**src/rtl/pulse_stretch.sv**
```systemverilog
// -----------------------------------------------------------------------------
// pulse_stretch
//   Re-expands single-cycle event pulses into fixed-width high levels. A low gap
//   of at least GAP cycles always separates consecutive levels. Events that
//   arrive while the block is busy are queued in a saturating pending counter;
//   each queued event later produces its own level, so no two events are merged.
//
// Parameters
//   WIDTH    cycles y is held high per event (>=1)
//   GAP      minimum low cycles between consecutive y levels (>=1)
//   MAXPEND  maximum queued events (>=1)
//
// Ports
//   clk       in   1   clock, posedge
//   reset     in   1   asynchronous active-high reset
//   x         in   1   event pulse; every cycle sampled high is one event
//   y         out  1   stretched level (registered)
//   busy      out  1   level or gap in progress, or events queued (registered)
//   pending   out  PW  queued events not yet emitted (registered)
//   overflow  out  1   one-cycle pulse: an event was dropped, queue full
//
// Optional feature
//   PULSE_STRETCH_RETRIGGER_EN: x during a high level restarts the width
//   count and extends that level instead of queueing a new one.
// -----------------------------------------------------------------------------
module pulse_stretch #(
  parameter int unsigned WIDTH   = 4,
  parameter int unsigned GAP     = 1,
  parameter int unsigned MAXPEND = 3,
  localparam int unsigned PW     = $clog2(MAXPEND + 1)
) (
  input  logic          clk,
  input  logic          reset,
  input  logic          x,
  output logic          y,
  output logic          busy,
  output logic [PW-1:0] pending,
  output logic          overflow
);

  // Down-counter must hold max(WIDTH,GAP)-1; keep at least one bit.
  localparam int unsigned CMAX = (WIDTH > GAP) ? WIDTH : GAP;
  localparam int unsigned CW   = (CMAX > 1) ? $clog2(CMAX) : 1;

  localparam logic [1:0] ST_IDLE = 2'd0;
  localparam logic [1:0] ST_HIGH = 2'd1;
  localparam logic [1:0] ST_GAP  = 2'd2;

  logic [1:0]    state_q, state_d;
  logic [CW-1:0] cnt_q,   cnt_d;
  logic [PW-1:0] pend_q,  pend_d;
  logic          ovf_q,   ovf_d;
  logic          y_q,     y_d;
  logic          busy_q,  busy_d;
  logic          inc, dec;

  // State and output registers.
  always_ff @(posedge clk or posedge reset) begin
    if (reset) begin
      state_q <= ST_IDLE;
      cnt_q   <= '0;
      pend_q  <= '0;
      ovf_q   <= 1'b0;
      y_q     <= 1'b0;
      busy_q  <= 1'b0;
    end else begin
      state_q <= state_d;
      cnt_q   <= cnt_d;
      pend_q  <= pend_d;
      ovf_q   <= ovf_d;
      y_q     <= y_d;
      busy_q  <= busy_d;
    end
  end

  // Next-state, queue bookkeeping and next output values.
  always_comb begin
    state_d = state_q;
    cnt_d   = cnt_q;
    pend_d  = pend_q;
    ovf_d   = 1'b0;
    inc     = 1'b0;
    dec     = 1'b0;

    case (state_q)
      ST_IDLE: begin
        if (x) begin
          state_d = ST_HIGH;
          cnt_d   = CW'(WIDTH - 1);
        end
      end

      ST_HIGH: begin
        if (cnt_q != '0) begin
          cnt_d = cnt_q - CW'(1);
        end else begin
          state_d = ST_GAP;
          cnt_d   = CW'(GAP - 1);
        end
`ifdef PULSE_STRETCH_RETRIGGER_EN
        // Retrigger overrides the end-of-level transition as well.
        if (x) begin
          state_d = ST_HIGH;
          cnt_d   = CW'(WIDTH - 1);
        end
`else
        inc = x;
`endif
      end

      ST_GAP: begin
        if (cnt_q != '0) begin
          cnt_d = cnt_q - CW'(1);
          inc   = x;
        end else if (pend_q != '0) begin
          // Queued events are served first; a new x joins the back of the queue.
          state_d = ST_HIGH;
          cnt_d   = CW'(WIDTH - 1);
          dec     = 1'b1;
          inc     = x;
        end else if (x) begin
          state_d = ST_HIGH;
          cnt_d   = CW'(WIDTH - 1);
        end else begin
          state_d = ST_IDLE;
        end
      end

      default: begin
        state_d = ST_IDLE;
        cnt_d   = '0;
      end
    endcase

    // Simultaneous push and pop leave the count unchanged, even when full.
    if (inc && !dec) begin
      if (pend_q == PW'(MAXPEND)) begin
        ovf_d = 1'b1;
      end else begin
        pend_d = pend_q + PW'(1);
      end
    end else if (dec && !inc) begin
      pend_d = pend_q - PW'(1);
    end

    y_d    = (state_d == ST_HIGH);
    busy_d = (state_d != ST_IDLE) || (pend_d != '0);
  end

  assign y        = y_q;
  assign busy     = busy_q;
  assign pending  = pend_q;
  assign overflow = ovf_q;

endmodule

```
**config.mk**
```make
export PLATFORM = sky130hd
export DESIGN_NAME = pulse_stretch
export DESIGN_NICKNAME = d
export VERILOG_FILES = /design/src/rtl/pulse_stretch.sv
export SDC_FILE = /design/constraint.sdc
export NUM_CORES = 1
export LEC_CHECK = 0
export CORE_AREA = 2 2 39 41
export DETAILED_ROUTE_END_ITERATION = 16
export DIE_AREA = 0 0 41 43
export PLACE_DENSITY = 0.73
export SYNTH_ARGS = -nofsm -noshare
export SYNTH_HDL_FRONTEND = slang
export SYNTH_SLANG_ARGS = --single-unit
```
**constraint.sdc**
```tcl
create_clock -name clk -period 2.8 [get_ports clk]
set_input_delay 0.42 -clock clk [delete_from_list [all_inputs] [get_ports clk]]
set_output_delay 0.42 -clock clk [all_outputs]
set_load 0.05 [all_outputs]
```
==> flow_summary.json <==
{
  "cts-buffers-inserted": 3,
  "cts_tree": "built",
  "ir_worst_vdd_v": 0.000435,
  "start_util_pct": 39.9,
  "arrival_ns": 2.15,
  "wl_per_cell_um": 11.7,
  "setup-tns-final_ns": 0,
  "place_inst": 80,
  "clock_latency_ns": 0.25,
  "power.density_nw_per_um2": 1200,
  "netlist_top_cells_area": "dfrtp_1 41%, ha_1 18%, a21oi_1 5.4%",
  "design_area_um2": 668,
  "ys_types": 21,
  "outcome": "finished clean",
  "layout.nets": 80,
  "dpl.hpwl_um": 750,
  "design_power_total_uw": 804,
  "dieArea_um2": 1760,
  "netlist_area_um2": 552,
  "grt_pass1_wl_um": 1770,
  "grt_overflow_total": 0,
  "synth_top_area_share_pct": 40.8,
  "final_cells": 84,
  "grt_pass1_vias": 405,
  "dp_slack_ns": 0.676,
  "period_needed_ns": 2.03,
  "gp_congestion": 0.887,
  "clockRootBuffer": "clkbuf_4",
  "die_x_um": 41,
  "crit_type": "register to register",
  "worst_pin_slew_ns": 0.490,
  "ioPinCount": 8,
  "relSlewSlack_pct": 67.2,
  "ys_seq_elements": 9,
  "port-buffer-count": 7,
  "p_leak_nw": 0.295,
  "drv_cap": 0,
  "cts_resized": 0,
  "fmax_mhz": 493,
  "cp.required_ns": 2.92,
  "fillers": 134,
  "synth-edff-count": 0,
  "final_util_pct": 48.3,
  "async_flop_share_pct": 100,
  "yosysSeqAreaShare_pct": 40.8,
  "timing.final.ws_setup_ns": 0.772,
  "core_area_um2": 1380,
  "yosys_warnings": 0,
  "wl_um": 984,
  "setup_violations": 0,
  "period_share_pct": 72.4,
  "drtIter0Drc": 7,
  "synth_common_cells": "9 x dfrtp_1, 8 x ha_1, 6 x a21oi_1, 6 x inv_1",
  "ant_nets": 0,
  "dieHeight_um": 43,
  "grt_usage_pct": 15.2,
  "hold_viol": 0,
  "diodes": 0,
  "antenna_found_initial": 0,
  "drcViolationCount": 0,
  "syn_nets": 68,
  "htreeDepth": 1,
  "min_path_type": "input port to asynchronous set/reset pin",
  "postCtsHoldBufs": 0,
  "clkSinkCount": 9,
  "firstDrtPassIters": 4,
  "crit_fanout": 4,
  "cp-start-kind": "register",
  "end_kind": "register",
  "place_area_um2": 642,
  "rsz0062_at_grt": "no",
  "timing.hold.ws_ns": 0.419,
  "clk_path_buf_depth": 2,
  "ys_dominant_reg_cell": "dfrtp_1",
  "syn-instance-count": 57,
  "cts_setup_buffers": 0,
  "synth.most_common_cell": "dfrtp_1",
  "slew_violations": 0,
  "num_rows": 14,
  "drive_above_1_share_pct": 11.8,
  "cts.clk_slew.worst_paths_ns": 0.06,
  "yosys.area.top_type": "dfrtp_1",
  "syn_to_final_growth_pct": 21.1,
  "vias": 441,
  "grt_max_degree": 10,
  "avgSynthCellArea_um2": 9.68,
  "finClkSkew_ns": 0.00149,
  "viasPerCell": 5.25
}
==> layout make-up <==
class | count | area [µm²] | share of cell area, %
multi-input combinational | 42 | 304 | 45.5
sequential | 9 | 225 | 33.7
clock buffer | 4 | 26.3 | 3.93
tap | 16 | 20.0 | 3.00
inverter | 6 | 22.5 | 3.37
timing repair buffer | 7 | 70.1 | 10.5
==> worst max-delay path, stage by stage (launching register included) <==
cell and delay (ns):
dfrtp_1 0.41, inv_1 0.12, ha_1 0.25, nand2b_1 0.16, a21oi_2 0.18, or2_2 0.17, o221ai_2 0.10, or4_1 0.50
==> routing by layer <==
layer	track usage (%)	vias up	wire length [µm]
met2	21.3	16	506
met3	3.14	2	48
li1	-	220	-
met4	10.0	0	23
met5	0	-	0
met1	20.1	203	405
==> power by group <==
| group | internal [mW] | leakage [nW] | total, mW | switching [mW] |
|---|---|---|---|---|
| clock | 0.0546 | 0.0150 | 0.0950 | 0.0404 |
| combinational | 0.178 | 0.170 | 0.472 | 0.294 |
| sequential | 0.187 | 0.110 | 0.237 | 0.0500 |
| total | 0.420 | 0.295 | 0.804 | 0.384 |
==> final timing paths <==
check	from	endpoint	slack (ns)	cells past startpoint
hold / removal	reset	y	0.42	2
min in group clk	cnt_q[1]	cnt_q[1]	0.62	2
max in group asynchronous	reset	state_q[1]	2.14	2
hold reg to reg	cnt_q[1]	cnt_q[1]	0.62	2
setup reg to reg	pending[0]	busy	0.77	7
setup / recovery	pending[0]	busy	0.77	7
==> registers in the layout, indices dropped and copies added (netlist names) <==
register / count
busy: 1
pending: 2
cnt_q: 2
overflow: 1
y: 1
state_q: 2
==> cells by family (layout without fill, tap and decap cells) <==
kind of cell / Yosys count / count (layout) / share of synthesized area (%)
AOI/OAI and AO/OA: 17 / 17 / 20.4
and+or+nand+nor: 17 / 17 / 16.6
DFF: 9 / 9 / 40.8
adders and majority gates: 8 / 8 / 18.1
buffers and inverters: 6 / 17 / 4.08
==> placed cells by master (no fill, tap or decap), types with 2 or more instances in the layout <==
master and n:
nor2b_1 2, clkbuf_4 3, o21ai_0 5, dfrtp_1 9, nand2b_1 2, clkdlybuf4s50_1 7, ha_1 8, inv_1 6
nor2_1 5, a21oi_1 6, or2_2 2
Note: power is estimated with default switching activity, not from simulation.
